===== src/rtl/id_ex_pipe.sv =====
// ID->EX pipeline register with load-use hazard detection, flush and back-pressure handling,
// plus a saturating count of the load-use bubbles inserted.
module id_ex_pipe #(
    parameter int XLEN  = 32,
    parameter int CNT_W = 16
) (
    input  logic             clk,
    input  logic             rst,
    input  logic             id_valid,
    input  logic             flush,
    input  logic             ex_ready,
    input  logic [XLEN-1:0]  id_pc,
    input  logic [31:0]      id_imm,
    input  logic             id_imm_en,
    input  logic [6:0]       id_op,
    input  logic [7:0]       id_funct7,
    input  logic [2:0]       id_funct3,
    input  logic [4:0]       id_rd_addr,
    input  logic             id_rd_en,
    input  logic [4:0]       id_mem_op,
    input  logic             id_jump_en,
    input  logic [4:0]       id_rs1_addr,
    input  logic             id_rs1_en,
    input  logic [4:0]       id_rs2_addr,
    input  logic             id_rs2_en,
    input  logic [XLEN-1:0]  id_rs1_data,
    input  logic [XLEN-1:0]  id_rs2_data,
    output logic             id_stall,
    output logic             ex_valid,
    output logic [XLEN-1:0]  ex_pc,
    output logic [31:0]      ex_imm,
    output logic             ex_imm_en,
    output logic [6:0]       ex_op,
    output logic [7:0]       ex_funct7,
    output logic [2:0]       ex_funct3,
    output logic [4:0]       ex_rd_addr,
    output logic             ex_rd_en,
    output logic [4:0]       ex_mem_op,
    output logic             ex_jump_en,
    output logic [4:0]       ex_rs1_addr,
    output logic [4:0]       ex_rs2_addr,
    output logic [XLEN-1:0]  ex_rs1_data,
    output logic [XLEN-1:0]  ex_rs2_data,
    output logic [CNT_W-1:0] bubble_cnt
);

    localparam logic [4:0]       MEM_NONE = 5'b00111;
    localparam logic [CNT_W-1:0] CNT_ONE  = {{(CNT_W-1){1'b0}}, 1'b1};

    typedef enum logic [1:0] {
        UPD_BUBBLE,
        UPD_HOLD,
        UPD_LOAD
    } upd_e;

    function automatic logic [CNT_W-1:0] sat_inc(input logic [CNT_W-1:0] v);
        return (&v) ? v : v + CNT_ONE;
    endfunction

    logic             vld_p1;
    logic [XLEN-1:0]  pc_p1;
    logic [31:0]      imm_p1;
    logic             imm_en_p1;
    logic [6:0]       op_p1;
    logic [7:0]       funct7_p1;
    logic [2:0]       funct3_p1;
    logic [4:0]       rd_addr_p1;
    logic             rd_en_p1;
    logic [4:0]       mem_op_p1;
    logic             jump_en_p1;
    logic [4:0]       rs1_addr_p1;
    logic [4:0]       rs2_addr_p1;
    logic [XLEN-1:0]  rs1_data_p1;
    logic [XLEN-1:0]  rs2_data_p1;
    logic [CNT_W-1:0] cnt;

    logic ex_is_load;
    logic rs1_hit;
    logic rs2_hit;
    logic hazard;
    logic cnt_inc;
    upd_e upd;

    // ID stage: hazard detection against the instruction currently held in EX
    always_comb begin
        ex_is_load = vld_p1 & mem_op_p1[3] & rd_en_p1 & (rd_addr_p1 != 5'd0);
        rs1_hit    = id_rs1_en & (id_rs1_addr == rd_addr_p1);
        rs2_hit    = id_rs2_en & (id_rs2_addr == rd_addr_p1);
        hazard     = ex_is_load & id_valid & (rs1_hit | rs2_hit);
        id_stall   = ~flush & (hazard | ~ex_ready);

        upd     = UPD_BUBBLE;
        cnt_inc = 1'b0;
        if (flush) begin
            upd = UPD_BUBBLE;
        end else if (!ex_ready) begin
            upd = UPD_HOLD;
        end else if (hazard) begin
            upd     = UPD_BUBBLE;
            cnt_inc = 1'b1;
        end else if (id_valid) begin
            upd = UPD_LOAD;
        end
    end

    // EX stage register (p1)
    always_ff @(posedge clk or posedge rst) begin
        if (rst) begin
            vld_p1      <= 1'b0;
            pc_p1       <= '0;
            imm_p1      <= '0;
            imm_en_p1   <= 1'b0;
            op_p1       <= '0;
            funct7_p1   <= '0;
            funct3_p1   <= '0;
            rd_addr_p1  <= '0;
            rd_en_p1    <= 1'b0;
            mem_op_p1   <= MEM_NONE;
            jump_en_p1  <= 1'b0;
            rs1_addr_p1 <= '0;
            rs2_addr_p1 <= '0;
            rs1_data_p1 <= '0;
            rs2_data_p1 <= '0;
            cnt         <= '0;
        end else begin
            if (cnt_inc) begin
                cnt <= sat_inc(cnt);
            end
            case (upd)
                UPD_LOAD: begin
                    vld_p1      <= 1'b1;
                    pc_p1       <= id_pc;
                    imm_p1      <= id_imm;
                    imm_en_p1   <= id_imm_en;
                    op_p1       <= id_op;
                    funct7_p1   <= id_funct7;
                    funct3_p1   <= id_funct3;
                    rd_addr_p1  <= id_rd_addr;
                    rd_en_p1    <= id_rd_en;
                    mem_op_p1   <= id_mem_op;
                    jump_en_p1  <= id_jump_en;
                    rs1_addr_p1 <= id_rs1_addr;
                    rs2_addr_p1 <= id_rs2_addr;
                    rs1_data_p1 <= id_rs1_data;
                    rs2_data_p1 <= id_rs2_data;
                end
                UPD_BUBBLE: begin
                    vld_p1      <= 1'b0;
                    pc_p1       <= '0;
                    imm_p1      <= '0;
                    imm_en_p1   <= 1'b0;
                    op_p1       <= '0;
                    funct7_p1   <= '0;
                    funct3_p1   <= '0;
                    rd_addr_p1  <= '0;
                    rd_en_p1    <= 1'b0;
                    mem_op_p1   <= MEM_NONE;
                    jump_en_p1  <= 1'b0;
                    rs1_addr_p1 <= '0;
                    rs2_addr_p1 <= '0;
                    rs1_data_p1 <= '0;
                    rs2_data_p1 <= '0;
                end
                default: begin
                end
            endcase
        end
    end

    assign ex_valid    = vld_p1;
    assign ex_pc       = pc_p1;
    assign ex_imm      = imm_p1;
    assign ex_imm_en   = imm_en_p1;
    assign ex_op       = op_p1;
    assign ex_funct7   = funct7_p1;
    assign ex_funct3   = funct3_p1;
    assign ex_rd_addr  = rd_addr_p1;
    assign ex_rd_en    = rd_en_p1;
    assign ex_mem_op   = mem_op_p1;
    assign ex_jump_en  = jump_en_p1;
    assign ex_rs1_addr = rs1_addr_p1;
    assign ex_rs2_addr = rs2_addr_p1;
    assign ex_rs1_data = rs1_data_p1;
    assign ex_rs2_data = rs2_data_p1;
    assign bubble_cnt  = cnt;

endmodule


===== config.mk =====
export PLATFORM = sky130hd
export DESIGN_NAME = id_ex_pipe
export DESIGN_NICKNAME = d
export VERILOG_FILES = /design/src/rtl/id_ex_pipe.sv
export SDC_FILE = /design/constraint.sdc
export NUM_CORES = 1
export LEC_CHECK = 0
export CAP_MARGIN = 40
export CORE_UTILIZATION = 35
export CTS_BUF_LIST = sky130_fd_sc_hd__clkbuf_4 sky130_fd_sc_hd__clkbuf_8 sky130_fd_sc_hd__clkbuf_16
export DETAILED_ROUTE_END_ITERATION = 10
export PLACE_DENSITY = 0.73
export SYNTH_ARGS = -nofsm -noshare
export SYNTH_HDL_FRONTEND = slang
export SYNTH_SLANG_ARGS = --single-unit
export TNS_END_PERCENT = 1

===== constraint.sdc =====
create_clock -name clk -period 7.25 [get_ports clk]
set_input_delay 1.45 -clock clk [delete_from_list [all_inputs] [get_ports clk]]
set_output_delay 1.45 -clock clk [all_outputs]
set_load 0.02 [all_outputs]

==> impl_metrics.env, run 1 <==
export IMPL_peakVddDrop_uv=135
export IMPL_clockRootBuffer="clkbuf_16"
export IMPL_required_ns=5.80
export IMPL_ant_nets=0
export IMPL_routed_wl_um=20800
export IMPL_r2r_cells=5
export IMPL_hold_buffers=0
export IMPL_htree_levels=4
export IMPL_startpoint_type="primary input"
export IMPL_synth_edff_count=0
export IMPL_cp_arrival_ns=3.55
export IMPL_antenna_found_initial=0
export IMPL_synthArstFlopShare_pct=100
export IMPL_holdCritPathClass="flip-flop to flip-flop"
export IMPL_use_met2_pct=35.1
export IMPL_cts_sinks=186
export IMPL_synth_flop_cell="dfrtp_1"
export IMPL_power_leakage_nw=4.99
export IMPL_syn_num_nets=658
export IMPL_netlist_instances=481
export IMPL_diodes=0
export IMPL_fin_tns_setup_ns=0
export IMPL_synth_cell_types=28
export IMPL_drt_iter0_drc=266
export IMPL_rsz0062_at_grt="false"
export IMPL_area_growth_pct=66.4
export IMPL_hold_start="ex_rs1_data[6]"
export IMPL_cp_cell_sequence="clkdlybuf4s50_1 > xnor2_1 > nand4_1 > o22ai_1 > buf_4 > nand2_1 > a21oi_1 > clkdlybuf4s50_1"
export IMPL_tightest_slew_ns=0.874
export IMPL_use_met1_pct=24.8
export IMPL_hpwlAfterDp_um=14700
export IMPL_rrSetupSlack_ns=4.61
export IMPL_stdcell_count=1107
export IMPL_firstDrtPassIters=4
export IMPL_synth_seq_cells=186
export IMPL_dr_total_vias=5503
export IMPL_setup_viol=0
export IMPL_cts_buffers=17
export IMPL_remaining_drc_errors=0
export IMPL_grt_use_met3_pct=7.17
export IMPL_multiInputGateArea_um2=2040
export IMPL_syn_area_um2=6870
export IMPL_r2r_start="ex_rd_addr[1]"
export IMPL_pin_count=363
export IMPL_place_gp_congestion=0.779
export IMPL_layout_drive_gt1_share_pct=5.79
export IMPL_fmax_ghz=0.200
export IMPL_fin_nets=1012
export IMPL_layout_setup_ws_ns=2.25
export IMPL_ff_latch_area_um2=4660
export IMPL_cp_common_cell="clkdlybuf4s50_1"
export IMPL_clk_pin_slew_worst_paths_ns=0.07
export IMPL_fin_crit_ns=5.00
export IMPL_outcome="finished, final reports clean"
export IMPL_drv_slew=0
export IMPL_detail_route_wl_per_cell_um=18.8
export IMPL_timing_hold_ws_ns=0.502
export IMPL_grt_max_degree=82
export IMPL_critical_path_slowest_cell="clkdlybuf4s50_1"
export IMPL_pre_cts_slack_ns=2.27
export IMPL_ys_seq_area_share_pct=67.8
export IMPL_fillCellCount=1512
export IMPL_worst_path_max_fanout=17
export IMPL_path_class="primary input to output pin"
export IMPL_syn_area_per_cell_um2=14.3
export IMPL_busiest_layer="met2"
export IMPL_die_h_um=142
export IMPL_hold_violations=0
export IMPL_vias_per_cell=4.97
export IMPL_die_area_um2=20200
export IMPL_overflow=0
export IMPL_synth_warnings=0
export IMPL_grt_pass1_wl_um=31900
export IMPL_die_w_um=142
export IMPL_maxCapViolCount=0
export IMPL_grt_total_usage_pct=20.7
export IMPL_fin_worst_skew_ns=0.00957
export IMPL_cellPowerDensity_nw_per_um2=209
export IMPL_post_cts_buffers=0
export IMPL_r2r_end="ex_pc[22]"
export IMPL_core_area_um2=19000
export IMPL_grt_pass1_vias=5657
export IMPL_cts_tree="yes"
export IMPL_clk_latency_ns=0.42
export IMPL_io_buffers=362
export IMPL_whs_endpoint="ex_rs1_data[6]"
export IMPL_start_util_pct=36.2
export IMPL_placementRows=50
export IMPL_cts_resized=0
export IMPL_finalCritPeriodShare_pct=69.0
export IMPL_cts_path_max_buffers=2
export IMPL_placedCellCount=1076
export IMPL_setup_worst_path_end_class="output pin"
export IMPL_slew_headroom_pct=41.7
export IMPL_min_path_cells=1
export IMPL_critPathMaxStageDelay_ns=0.64
[critical path: cells and delay by family]
| family | cells | cell delay, ns |
|---|---|---|
| AOI/OAI and AO/OA | 2 | 0.36 |
| xor gates and xnor gates | 1 | 0.13 |
| buffers and inverters | 3 | 1.39 |
| and+or+nand+nor | 2 | 0.20 |
[how the worst max path moves through the flow]
stage	slack, ns	cells after the start	to	from
6_report	2.25	8	id_stall	id_rs1_addr[2]
5_1_grt	2.16	8	id_stall	id_rs1_addr[2]
4_1_cts	2.25	8	id_stall	id_rs1_addr[2]
3_5_place_dp	2.27	8	id_stall	id_rs1_addr[2]
3_3_place_gp	2.25	8	id_stall	id_rs1_addr[2]
2_1_floorplan	0.75	1	bubble_cnt[0]	rst
[report_power, final]
part	leakage [nW]	internal, mW	switching, mW
sequential	2.53	1.07	0.0226
combinational	2.16	0.177	0.141
clock	0.300	0.566	0.407
total	4.99	1.82	0.571
[synth_stat cells (4+ instances only)]
master	instances	area, um^2
a21oi_1	4	20.0
a22o_1	166	1450
buf_2	13	65.1
clkbuf_1	24	90.1
dfrtp_1	183	4580
inv_1	5	18.8
nand2_1	8	30.0
nand3_1	11	55.1
nand4_1	8	50.1
nor2_1	5	18.8
nor3_1	5	25.0
xnor2_1	25	219
[cells by family (layout without fill, tap and decap cells)]
family / Yosys count / in the layout / share of synthesized area (%)
flip-flops: 186 / 186 / 67.8
AO/OA/AOI/OAI: 175 / 175 / 22.0
AND/OR/NAND/NOR: 50 / 50 / 3.97
buffers and inverters: 43 / 409 / 2.64
XOR/XNOR: 25 / 25 / 3.19
adder cells (fa/ha/maj): 1 / 1 / 0.182
multiplexers: 1 / 1 / 0.164
[flip-flops by register name (all words and copies together), names as in the netlist, 7 cells and up]
name	flops
ex_imm	32
ex_rs1_data	32
ex_rs2_data	32
ex_op	7
ex_funct7	8
bubble_cnt	16
ex_pc	32
[per-stage QoR]
stage          utilization, %  power [mW]  area [um^2]
2_1_floorplan               -        1.23         6870
3_3_place_gp             56.6        1.43        10700
3_5_place_dp             57.0        1.44        10800
4_1_cts                  60.3        2.41        11400
5_1_grt                  60.3        2.48        11400
6_report                 60.3        2.39        11400
[layout make-up]
cell class | instances | share of cell area, %
Inverter | 5 | 0.208
Clock buffer | 20 | 3.98
Sequential cell | 186 | 40.8
Timing Repair Buffer | 373 | 32.9
Tap cell | 260 | 2.85
Multi-Input combinational cell | 252 | 17.9
Clock inverter | 11 | 1.41
[routing by layer]
| metal | share of wire (%) | wire length [um] |
|---|---|---|
| met5 | 0 | 0 |
| met4 | 1.2 | 260 |
| met3 | 7.8 | 1630 |
| met2 | 50 | 10500 |
| met1 | 40 | 8410 |
[cells in the final DEF (no fill, tap or decap), types with 2 or more instances in the layout]
cell type	count
a21oi_1	4
a22o_1	166
and3_1	3
and4_1	2
buf_16	2
buf_4	8
bufinv_16	3
clkbuf_16	17
clkbuf_4	2
clkdlybuf4s50_1	362
clkinv_4	4
dfrtp_1	183
dfstp_2	3
inv_1	4
inv_6	3
nand2_1	8
nand3_1	11
nand4_1	8
nand4b_1	2
nor2_1	4
nor3_1	5
nor4_1	3
xnor2_1	25
Note: power is estimated with default switching activity, not from simulation.
==> run 2, diff against run 1 <==
==> constraint.sdc (replaced) <==
create_clock -name clk -period 5 [get_ports clk]
set_input_delay 1 -clock clk [delete_from_list [all_inputs] [get_ports clk]]
set_output_delay 1 -clock clk [all_outputs]
set_load 0.02 [all_outputs]
==> impl_metrics.env, run 2 (synthesis results as in run 1) <==
export IMPL_outcome="finished, final reports clean"
export IMPL_required_ns=4.00
export IMPL_clk_latency_ns=0.43
export IMPL_holdCritPathClass="flip-flop to flip-flop"
export IMPL_hold_violations=0
export IMPL_hold_start="bubble_cnt[8]"
export IMPL_final_cell_mix="clkdlybuf4s50_1 (362), dfrtp_1 (183), a22o_1 (166)"
export IMPL_grt_pass1_vias=5526
export IMPL_cts_tree="yes"
export IMPL_setup_worst_path_end_class="output pin"
export IMPL_cp_arrival_ns=3.10
export IMPL_layout_commonest_cell="clkdlybuf4s50_1"
export IMPL_r2r_start="ex_rd_addr[1]"
export IMPL_slew_headroom_pct=49.0
export IMPL_critPathLaunch="id_rs1_addr[4]"
export IMPL_grt_pass1_wl_um=31300
export IMPL_grt_max_degree=101
export IMPL_wl_met3_um=1580
export IMPL_drt_met1_wl_um=8360
export IMPL_setup_viol=0
export IMPL_fmax_ghz=0.244
export IMPL_routed_wl_um=20400
export IMPL_core_area_um2=19000
export IMPL_grt_total_usage_pct=20.3
export IMPL_drt_iter0_drc=216
export IMPL_maxCapViolCount=0
export IMPL_post_cts_buffers=0
export IMPL_top_layer="met4"
export IMPL_power_leakage_nw=4.94
export IMPL_net_switching_power_uw=845
export IMPL_place_gp_congestion=0.821
export IMPL_wl_met2_um=10000
export IMPL_seqPwrFrac_pct=47.3
export IMPL_path_class="primary input to output pin"
export IMPL_area_growth_pct=65.2
export IMPL_p_int_mw=2.52
export IMPL_clockRootBuffer="clkbuf_16"
export IMPL_detail_route_wl_per_cell_um=18.5
export IMPL_pwr_share_clk_pct=39.1
export IMPL_cts_resized=0
export IMPL_dr_total_vias=5587
export IMPL_cts_path_max_buffers=2
export IMPL_antenna_found_initial=1
export IMPL_ant_nets=0
export IMPL_firstDrtPassIters=4
export IMPL_layout_drive_gt1_share_pct=5.45
export IMPL_startpoint_type="primary input"
export IMPL_fin_nets=1010
export IMPL_placedCellCount=1074
export IMPL_hpwlAfterDp_um=13900
export IMPL_drv_slew=0
export IMPL_fin_tns_setup_ns=0
export IMPL_pin_count=363
export IMPL_worst_path_max_fanout=17
export IMPL_clk_pin_slew_worst_paths_ns=0.07
export IMPL_hold_buffers=0
export IMPL_htree_levels=4
export IMPL_placementRows=50
export IMPL_io_buffers=362
export IMPL_tightest_slew_ns=0.765
export IMPL_remaining_drc_errors=0
export IMPL_finalCritPeriodShare_pct=82.0
export IMPL_cellPowerDensity_nw_per_um2=296
export IMPL_start_util_pct=36.2
export IMPL_fin_worst_skew_ns=0.00968
export IMPL_die_area_um2=20200
export IMPL_swShare_pct=25.1
export IMPL_stdcell_count=1105
export IMPL_die_h_um=142
export IMPL_die_w_um=142
export IMPL_cts_sinks=186
export IMPL_peakVddDrop_uv=220
export IMPL_rsz0062_at_grt="false"
export IMPL_vias_per_cell=5.06
export IMPL_cts_buffers=17
export IMPL_overflow=0
export IMPL_pwr_share_comb_pct=13.6
export IMPL_design_power_total_mw=3.36
export IMPL_fin_crit_ns=4.10
-- run 2: cell types whose count changed in the layout (fill, tap and decap cells not counted), sizes merged --
cell / change
clkbuf: -2
buf: -2
clkinv: -2
diode: +1
bufinv: -2
clkinvlp: +2
inv: +3
-- run 2: metrics by stage --
stage / setup WS, ns / hold slack (ns) / cell area, um^2 / util, %
after CTS: 0.894 / 0.501 / 11300 / 59.8
after floorplan: 1.61 / 0.600 / 6870 / -
final: 0.899 / 0.497 / 11300 / 59.9
after detailed placement: 0.930 / 0.490 / 10800 / 56.9
after global routing: 0.808 / 0.518 / 11300 / 59.9
after global placement: 0.919 / 0.487 / 10800 / 56.9
-- run 2: area by class of cell --
type / count / area, um^2
tap: 260 / 325
inverter: 5 / 22.5
fill: 1552 / 7610
timing repair buffer: 371 / 3730
clock inverter: 12 / 134
multi-input combinational: 252 / 2040
antenna: 1 / 2.50
clock buffer: 18 / 433
sequential: 186 / 4660
-- run 2: power by group through the flow --
stage	sequential [mW]	clock [mW]	combinational (mW)
finish	1.59	1.32	0.458
global route	1.60	1.41	0.488
CTS	1.59	1.35	0.463
detailed placement	1.62	0	0.463
global placement	1.62	0	0.458
floorplan	1.68	0	0.110
-- run 2: critical path, stage by stage --
cell	delay (ns)
clkdlybuf4s50_1	0.50
xnor2_1	0.13
nand4_1	0.12
o22ai_1	0.21
buf_4	0.26
nand2_1	0.07
a21oi_1	0.17
clkdlybuf4s50_1	0.64
-- run 2: final timing paths --
kind                             endpoint  slack [ns]  depth (start not counted)
min in group asynchronous      ex_imm[20]        1.03                          2
hold / removal              bubble_cnt[8]        0.50                          1
max in group asynchronous  ex_rs1_addr[0]        2.96                          3
setup reg to reg                ex_pc[18]        2.40                          5
hold reg to reg             bubble_cnt[8]        0.50                          1
setup / recovery                 id_stall        0.90                          8
-- run 2: metal layers --
metal,vias up,global-route usage [%]
li1,2536,-
met2,225,32.7
met3,27,6.63
met5,-,0
met1,2799,25.4
met4,0,7.30
